**src/rtl/mul_red_unpack_if.sv**
```systemverilog
// Result-bus interface for mul_red_unpack.
// master: producer/consumer side (testbench or surrounding datapath).
// slave:  the unpacker itself.
interface mul_red_unpack_if;
    logic        in_valid;
    logic        in_mode;
    logic [23:0] in_data;
    logic        out_valid;
    logic        out_ready;
    logic [23:0] out_coef;
    logic        out_lane;
    logic        out_last;
    logic        almost_full;
    logic        overflow;

    modport master (
        output in_valid, in_mode, in_data, out_ready,
        input  out_valid, out_coef, out_lane, out_last, almost_full, overflow
    );

    modport slave (
        input  in_valid, in_mode, in_data, out_ready,
        output out_valid, out_coef, out_lane, out_last, almost_full, overflow
    );
endinterface

```
**src/rtl/mul_red_unpack.sv**
```systemverilog
// mul_red_unpack: consumer end of the modular multiply/reduce result bus.
// Buffers packed 24-bit result words (with their mode bit) in a FIFO and
// emits them one coefficient per handshake: Kyber words give lo then hi
// 12-bit lanes, Dilithium words give a single 23-bit coefficient.
// Optional feature: define CANON_SUB_EN to canonicalise every emitted
// coefficient into [0,q) with one conditional subtract.
module mul_red_unpack #(
    parameter int DEPTH        = 8,
    parameter int AFULL_MARGIN = 5
) (
    input  logic           clk,
    input  logic           rst,
    mul_red_unpack_if.slave bus
);
    localparam int AW = $clog2(DEPTH);
    localparam int CW = AW + 1;

    localparam logic [1:0] ST_EMPTY   = 2'd0;
    localparam logic [1:0] ST_EMIT_LO = 2'd1;
    localparam logic [1:0] ST_EMIT_HI = 2'd2;

    localparam logic [CW-1:0] CNT_ZERO  = CW'(0);
    localparam logic [CW-1:0] CNT_ONE   = CW'(1);
    localparam logic [CW-1:0] CNT_TWO   = CW'(2);
    localparam logic [CW-1:0] CNT_FULL  = CW'(DEPTH);
    localparam logic [CW-1:0] CNT_AFULL = CW'(DEPTH - AFULL_MARGIN);

    // Kyber lane coefficient, zero-extended (optionally reduced mod 3329).
    function automatic logic [23:0] lane_coef(input logic [11:0] v);
`ifdef CANON_SUB_EN
        if (v >= 12'd3329) begin
            lane_coef = {12'd0, v - 12'd3329};
        end else begin
            lane_coef = {12'd0, v};
        end
`else
        lane_coef = {12'd0, v};
`endif
    endfunction

    // Dilithium coefficient, zero-extended (optionally reduced mod 8380417).
    function automatic logic [23:0] dil_coef(input logic [22:0] v);
`ifdef CANON_SUB_EN
        if (v >= 23'd8380417) begin
            dil_coef = {1'b0, v - 23'd8380417};
        end else begin
            dil_coef = {1'b0, v};
        end
`else
        dil_coef = {1'b0, v};
`endif
    endfunction

    // First coefficient of a FIFO entry {mode, data}; bit 23 is ignored for Dilithium.
    function automatic logic [23:0] first_coef(input logic [24:0] w);
        if (w[24]) begin
            first_coef = dil_coef(w[22:0]);
        end else begin
            first_coef = lane_coef(w[11:0]);
        end
    endfunction

    logic [24:0]   mem_q [DEPTH];
    logic [AW-1:0] wr_ptr_q, wr_ptr_d;
    logic [AW-1:0] rd_ptr_q, rd_ptr_d;
    logic [AW-1:0] rd_ptr_inc_s;
    logic [CW-1:0] count_q, count_d;
    logic [1:0]    state_q, state_d;
    logic          out_valid_q, out_valid_d;
    logic [23:0]   out_coef_q, out_coef_d;
    logic          out_lane_q, out_lane_d;
    logic          out_last_q, out_last_d;
    logic          almost_full_q, almost_full_d;
    logic          overflow_q, overflow_d;
    logic          xfer_s, pop_s, push_s;
    logic [24:0]   head_s, next_s, load_word_s;

    // FIFO bookkeeping: push/pop decisions, pointers, occupancy and flags.
    always_comb begin
        xfer_s       = out_valid_q & bus.out_ready;
        pop_s        = xfer_s & out_last_q;
        push_s       = bus.in_valid & ((count_q != CNT_FULL) | pop_s);
        rd_ptr_inc_s = rd_ptr_q + AW'(1);
        if (push_s) begin
            wr_ptr_d = wr_ptr_q + AW'(1);
        end else begin
            wr_ptr_d = wr_ptr_q;
        end
        if (pop_s) begin
            rd_ptr_d = rd_ptr_inc_s;
        end else begin
            rd_ptr_d = rd_ptr_q;
        end
        case ({push_s, pop_s})
            2'b10:   count_d = count_q + CNT_ONE;
            2'b01:   count_d = count_q - CNT_ONE;
            default: count_d = count_q;
        endcase
        overflow_d    = overflow_q | (bus.in_valid & ~push_s);
        almost_full_d = (count_d >= CNT_AFULL);
    end

    // Select the word to load next: head when idle, the following entry when a pop is under way.
    always_comb begin
        head_s = mem_q[rd_ptr_q];
        next_s = mem_q[rd_ptr_inc_s];
        if (state_q == ST_EMPTY) begin
            load_word_s = head_s;
        end else begin
            load_word_s = next_s;
        end
    end

    // Output FSM: walk each buffered word one coefficient per transfer, no bubble between words.
    always_comb begin
        state_d     = state_q;
        out_valid_d = out_valid_q;
        out_coef_d  = out_coef_q;
        out_lane_d  = out_lane_q;
        out_last_d  = out_last_q;
        case (state_q)
            ST_EMPTY: begin
                if (count_q != CNT_ZERO) begin
                    state_d     = ST_EMIT_LO;
                    out_valid_d = 1'b1;
                    out_coef_d  = first_coef(load_word_s);
                    out_lane_d  = 1'b0;
                    out_last_d  = load_word_s[24];
                end else begin
                    out_valid_d = 1'b0;
                    out_coef_d  = 24'd0;
                    out_lane_d  = 1'b0;
                    out_last_d  = 1'b0;
                end
            end
            ST_EMIT_LO, ST_EMIT_HI: begin
                if (pop_s) begin
                    // The popped word is still counted, so another word needs count >= 2.
                    if (count_q >= CNT_TWO) begin
                        state_d     = ST_EMIT_LO;
                        out_valid_d = 1'b1;
                        out_coef_d  = first_coef(load_word_s);
                        out_lane_d  = 1'b0;
                        out_last_d  = load_word_s[24];
                    end else begin
                        state_d     = ST_EMPTY;
                        out_valid_d = 1'b0;
                        out_coef_d  = 24'd0;
                        out_lane_d  = 1'b0;
                        out_last_d  = 1'b0;
                    end
                end else if (xfer_s) begin
                    // Kyber low lane taken; the word is still at the head, emit its high lane.
                    state_d    = ST_EMIT_HI;
                    out_coef_d = lane_coef(head_s[23:12]);
                    out_lane_d = 1'b1;
                    out_last_d = 1'b1;
                end else begin
                    state_d = state_q;
                end
            end
            default: begin
                state_d     = ST_EMPTY;
                out_valid_d = 1'b0;
                out_coef_d  = 24'd0;
                out_lane_d  = 1'b0;
                out_last_d  = 1'b0;
            end
        endcase
    end

    // FIFO storage: entries are not reset, occupancy is tracked by count_q.
    always_ff @(posedge clk) begin
        if (push_s) begin
            mem_q[wr_ptr_q] <= {bus.in_mode, bus.in_data};
        end
    end

    // State and output registers with synchronous active-low reset.
    always_ff @(posedge clk) begin
        if (!rst) begin
            wr_ptr_q      <= {AW{1'b0}};
            rd_ptr_q      <= {AW{1'b0}};
            count_q       <= CNT_ZERO;
            state_q       <= ST_EMPTY;
            out_valid_q   <= 1'b0;
            out_coef_q    <= 24'd0;
            out_lane_q    <= 1'b0;
            out_last_q    <= 1'b0;
            almost_full_q <= 1'b0;
            overflow_q    <= 1'b0;
        end else begin
            wr_ptr_q      <= wr_ptr_d;
            rd_ptr_q      <= rd_ptr_d;
            count_q       <= count_d;
            state_q       <= state_d;
            out_valid_q   <= out_valid_d;
            out_coef_q    <= out_coef_d;
            out_lane_q    <= out_lane_d;
            out_last_q    <= out_last_d;
            almost_full_q <= almost_full_d;
            overflow_q    <= overflow_d;
        end
    end

    assign bus.out_valid   = out_valid_q;
    assign bus.out_coef    = out_coef_q;
    assign bus.out_lane    = out_lane_q;
    assign bus.out_last    = out_last_q;
    assign bus.almost_full = almost_full_q;
    assign bus.overflow    = overflow_q;
endmodule

```
**src/flat_wrapper.sv**
```systemverilog
// flat-port wrapper written by rule: the top's interface ports become plain ports
module mul_red_unpack_flat 
#(
    parameter int DEPTH        = 8,
    parameter int AFULL_MARGIN = 5
)
  (clk, rst, bus_in_valid, bus_in_mode, bus_in_data, bus_out_ready, bus_out_valid, bus_out_coef, bus_out_lane, bus_out_last, bus_almost_full, bus_overflow);
  mul_red_unpack_if bus_i ();
  input  logic clk;
  input  logic rst;
  input wire logic [$bits(bus_i.in_valid)-1:0] bus_in_valid;
  input wire logic [$bits(bus_i.in_mode)-1:0] bus_in_mode;
  input wire logic [$bits(bus_i.in_data)-1:0] bus_in_data;
  input wire logic [$bits(bus_i.out_ready)-1:0] bus_out_ready;
  output wire logic [$bits(bus_i.out_valid)-1:0] bus_out_valid;
  output wire logic [$bits(bus_i.out_coef)-1:0] bus_out_coef;
  output wire logic [$bits(bus_i.out_lane)-1:0] bus_out_lane;
  output wire logic [$bits(bus_i.out_last)-1:0] bus_out_last;
  output wire logic [$bits(bus_i.almost_full)-1:0] bus_almost_full;
  output wire logic [$bits(bus_i.overflow)-1:0] bus_overflow;
  assign bus_i.in_valid = bus_in_valid;
  assign bus_i.in_mode = bus_in_mode;
  assign bus_i.in_data = bus_in_data;
  assign bus_i.out_ready = bus_out_ready;
  assign bus_out_valid = bus_i.out_valid;
  assign bus_out_coef = bus_i.out_coef;
  assign bus_out_lane = bus_i.out_lane;
  assign bus_out_last = bus_i.out_last;
  assign bus_almost_full = bus_i.almost_full;
  assign bus_overflow = bus_i.overflow;
  mul_red_unpack #(.DEPTH(DEPTH), .AFULL_MARGIN(AFULL_MARGIN)) u_core (.clk(clk), .rst(rst), .bus(bus_i));
endmodule
```
**config.mk**
```make
export PLATFORM = sky130hd
export DESIGN_NAME = mul_red_unpack_flat
export DESIGN_NICKNAME = d
export VERILOG_FILES = /design/src/rtl/mul_red_unpack_if.sv /design/src/rtl/mul_red_unpack.sv /design/src/flat_wrapper.sv
export SDC_FILE = /design/constraint.sdc
export NUM_CORES = 1
export LEC_CHECK = 0
export ABC_AREA = 1
export ABC_CLOCK_PERIOD_IN_PS = 6650
export BUFFER_PORTS_ARGS = -buffer_cell sky130_fd_sc_hd__buf_4
export CAP_MARGIN = 25
export CORE_UTILIZATION = 45
export DETAILED_ROUTE_END_ITERATION = 10
export GPL_TIMING_DRIVEN = 0
export REMOVE_ABC_BUFFERS = 1
export SYNTH_ARGS = -nofsm -noshare
export SYNTH_HDL_FRONTEND = slang
export SYNTH_SLANG_ARGS = --single-unit
export TNS_END_PERCENT = 10
```
**constraint.sdc**
```tcl
create_clock -name clk -period 6.65 [get_ports clk]
set_input_delay 1.33 -clock clk [delete_from_list [all_inputs] [get_ports clk]]
set_output_delay 1.33 -clock clk [all_outputs]
set_load 0.05 [all_outputs]
```
==> flow_results.org <==
** Run status
- Status :: finished, final reports clean

** Floorplanning
- IO Count :: 58
- Core box area :: 25400 um^2
- Measured along the y axis, the die boundary spans between 150 and 200 um.
- Die area :: 26800 um^2
- Starting Density :: 46.3%
- Measured along the x axis, the die boundary spans 164 um.
- The initialized floorplan defines 58 standard-cell rows.

** Power and ir drop
- Internal power comes to 3.02 mW.
- Power share of the clock group :: 33.3%
- Switching power :: roughly 1.6 mW
- For this design the ratio of total power to cell area is 338 nW/um^2.
- Switching Fraction :: about a third
- The analysis attributes to cell leakage a power of between 5 and 6 nW.
- Sequential cells account for 39.2% of the total power.
- Highest ir drop seen on vdd :: 0.000205 V
- Of the total power, combinational logic draws 27.5%.
- Final Power :: about 4.6 mW

** Clock network
- Clock tree synthesis selected as its root buffer the cell sky130_fd_sc_hd__clkbuf_16.
- H-tree depth :: 1
- Resize count post-CTS :: 0
- TritonCTS built the clock tree.
- The number of clock buffers added by TritonCTS is 27.
- Clock tree buffer depth :: 3
- Count of buffers added by post-CTS timing repair for setup :: 0
- Number of sinks on the clock net :: 243
- After clock tree synthesis, the clock-pin slew on the worst setup and hold paths is 0.06 ns.
- After clock tree synthesis, the flow added hold-fix buffers numbering 0.
- For the worst-skew pair, the clock arrives at the later sink with an insertion delay of 0.56 ns.

** Setup path
- Startpoint of the most critical register-to-register path :: u_core.rd_ptr_q[0]
- Critical register-to-register path endpoint :: u_core.bus.out_coef[21]
- Tracing the worst setup path back leads to its startpoint at bus_out_ready.
- Required time worst endpoint :: roughly 7 ns
- CP endpoint kind :: flop
- The number of cells on the worst reg-to-reg path is 9.
- Worst setup endpoint :: u_core.bus.out_coef[21]
- For flop-to-flop paths, the worst setup slack is 3.30 ns.
- The setup path with the least slack is of type in -> reg.
- WP data arrival :: 3.89 ns
- STA classifies the critical path startpoint as a primary input.
- Along the worst path, the maximum fanout reaches 14.

** Layout
- Number of antenna repair diodes :: 0
- # nets final :: 1338
- Leaving out fill and tap cells, the most frequent cells in the layout are 330 x sky130_fd_sc_hd__nand2_1, 283 x sky130_fd_sc_hd__nand3_1, 200 x sky130_fd_sc_hd__edfxtp_1.
- Number of fill cells :: 2258
- Finished layout cell area :: about 14000 um^2
- Leaving out fill and tap cells, the most frequent cell in the layout is sky130_fd_sc_hd__nand2_1.
- Share of post-route cells with drive strength above 1 :: 11.1%
- Relative to the synthesized area, the layout overhead comes to 15.5%.

** STA
- Minimum period implied by the final worst setup slack :: 3.42 ns
- Number of pins exceeding their max-slew limit in the final report :: 0
- The number of endpoints with negative hold slack in the final report came to 0.
- Headroom to the max-slew limit :: 32.1%
- Setup slack on the critical path of the routed design comes to 3.23 ns.
- Post-Route Skew :: 0.0205 ns
- Timing would allow up to 292 MHz.
- RSZ-0062 raised after global routing :: no
- Slew at the pin with the worst max-slew slack :: slightly above 1 ns
- Final worst-path cycle share :: 51.4%
- Hold is met by 0.463 ns.
- Setup violations remaining at the end of the flow were counted as 0.

** GRT
- Number of global-route vias before repair :: 9154
- Entering global routing, the biggest net connects 74 pins.
- Remaining global-route overflow :: 0
- Total global-route track usage :: 25.7%
- Antenna violations before repair :: 0
- Wire length of the first global-routing pass :: 51.9 mm

** Placed design
- Area post-placement :: between 10000 and 15000 um^2
- In this run the tool buffered the top-level ports with 56 buffer cells.
- The congestion estimate from routability-driven global placement came to between 0.8 and 0.9.
- Detailed placement finished with a half-perimeter wire length of 19.2 mm.
- Before CTS, the worst setup slack after placement is roughly 2.7 ns.

** Route
- First DRT Iteration DRCs :: 883
- Post-detailed-route DRC marker count :: 0
- DRT antenna net count :: 0
- The first TritonRoute pass finished after 5 iterations.
- Post-detailed-route via-to-cell ratio :: 5.74
- Detailed routing inserted a total of 9501 vias.
- After detailed routing, the average wire length per cell comes to 20.4 um.
- For this block, the routed nets add up to 33.8 mm of wire.

** Logic synthesis
- Warnings, synthesis :: 0
- Synthesis handed over a netlist of around 1.3k instances.
- Register area share after synthesis :: 58.4%
- The synthesized design contains 243 register bits.
- Cell variety after synth :: 30
- The mapped netlist covers approximately 12000 um^2.
- A synthesized cell averages a little over 9 um^2.

** Min path
- Kind of path behind the tightest hold check :: reg -> reg

** Run
- Count of maximum capacitance violations :: 0
## through the flow
stage,TNS [ns],util (%),cells
global route,0,53.5,1655
CTS,0,53.5,1655
global placement,-43.65,47.6,1585
finish,0,53.5,1655
detailed placement,0,49.9,1605
floorplan,0,-,1199
## metal layers
metal  vias to the layer above  global-route usage [%]  part of all wire, %
met1                      4473                    33.8                   41
met2                       440                    43.1                   48
met3                        84                    3.28                  8.2
li1                       4504                       -                    -
met4                         0                    10.1                  3.0
met5                         -                       0                    0
## worst max-delay path, cell delays in order
cell and delay [ns]:
sky130_fd_sc_hd__buf_4 0.08, sky130_fd_sc_hd__nand2_1 0.10, sky130_fd_sc_hd__inv_2 0.10, sky130_fd_sc_hd__nor2_2 0.12
sky130_fd_sc_hd__nor2_2 0.68, sky130_fd_sc_hd__a21boi_2 0.90, sky130_fd_sc_hd__nand4_1 0.35, sky130_fd_sc_hd__a21oi_1 0.22
## cell type report
class                   count  area, um^2  area share [%]
flip-flops and latches    243        6880            50.6
multi-input cells         875        4170            30.7
repair buffers             76         906            6.67
clock buffers              39         771            5.67
well taps                 330         413            3.04
inverters                  81         309            2.27
clock inverters            11         144            1.06
## power groups by stage
stage | Combinational (mW) | Sequential, mW | Clock (mW)
6_report | 1.26 | 1.80 | 1.53
5_1_grt | 1.37 | 1.81 | 1.60
4_1_cts | 1.26 | 1.80 | 1.54
3_5_place_dp | 1.25 | 1.83 | 0
3_3_place_gp | 1.17 | 1.84 | 0
2_1_floorplan | 0.588 | 1.96 | 0
## sequential cells by signal (all words and copies together) (netlist names), named ones only
register	flops
u_core.count_q	4
u_core.wr_ptr_q	3
u_core.bus.out_coef	23
u_core.bus.out_lane	1
u_core.bus.overflow	1
u_core.mem_q	200
u_core.state_q	2
u_core.rd_ptr_q	3
u_core.bus.out_valid	1
u_core.bus.almost_full	1
u_core.bus.out_last	1
## worst min-delay path by stage
stage | startpoint | to | slack (ns) | cells after the start
global placement | u_core.bus.out_coef[13] | u_core.bus.out_coef[13] | 0.45 | 2
floorplan | u_core.wr_ptr_q[0] | u_core.wr_ptr_q[0] | 0.46 | 2
CTS | u_core.bus.out_coef[2] | u_core.bus.out_coef[2] | 0.46 | 2
global route | u_core.bus.out_coef[19] | u_core.bus.out_coef[19] | 0.48 | 2
detailed placement | u_core.bus.out_coef[2] | u_core.bus.out_coef[2] | 0.46 | 2
finish | u_core.bus.out_coef[0] | u_core.bus.out_coef[0] | 0.46 | 2
## synthesized netlist by cell type
cell	n	share of area, %
sky130_fd_sc_hd__buf_4	14	0.89
sky130_fd_sc_hd__nand4_1	2	0.11
sky130_fd_sc_hd__clkbuf_1	21	0.67
sky130_fd_sc_hd__buf_2	37	1.6
sky130_fd_sc_hd__xnor2_2	1	0.14
sky130_fd_sc_hd__edfxtp_1	200	51
sky130_fd_sc_hd__buf_1	6	0.19
sky130_fd_sc_hd__o21bai_1	1	0.064
sky130_fd_sc_hd__nor2_4	1	0.096
sky130_fd_sc_hd__o211ai_1	32	2.0
sky130_fd_sc_hd__a21oi_1	88	3.7
sky130_fd_sc_hd__nor3_1	2	0.085
sky130_fd_sc_hd__nand2_1	330	11
sky130_fd_sc_hd__xnor2_1	2	0.15
sky130_fd_sc_hd__xor2_2	1	0.14
sky130_fd_sc_hd__o22ai_1	1	0.053
sky130_fd_sc_hd__nand3_1	283	12
sky130_fd_sc_hd__o21ai_1	20	0.85
sky130_fd_sc_hd__or2_2	1	0.053
sky130_fd_sc_hd__nor2_2	3	0.16
sky130_fd_sc_hd__a21boi_2	1	0.096
sky130_fd_sc_hd__clkinv_1	1	0.032
sky130_fd_sc_hd__inv_1	74	2.4
sky130_fd_sc_hd__buf_6	11	1.1
sky130_fd_sc_hd__o21ai_0	55	2.3
sky130_fd_sc_hd__ha_1	5	0.53
sky130_fd_sc_hd__dfxtp_1	43	7.3
sky130_fd_sc_hd__nor2_1	45	1.4
sky130_fd_sc_hd__conb_1	1	0.032
sky130_fd_sc_hd__inv_2	6	0.19
## kinds of logic (layout without fill, tap and decap cells)
family                     Yosys count  after routing  share of synthesized area, %
buffers and inverters              170            207                          6.97
adders and majority gates            5              5                         0.532
xor gates and xnor gates             4              4                         0.425
other                                1              1                        0.0319
AOI/OAI and AO/OA                  198            198                          9.19
and+or+nand+nor                    667            667                          24.5
DFF                                243            243                          58.4
Note: power is estimated with default switching activity, not from simulation.
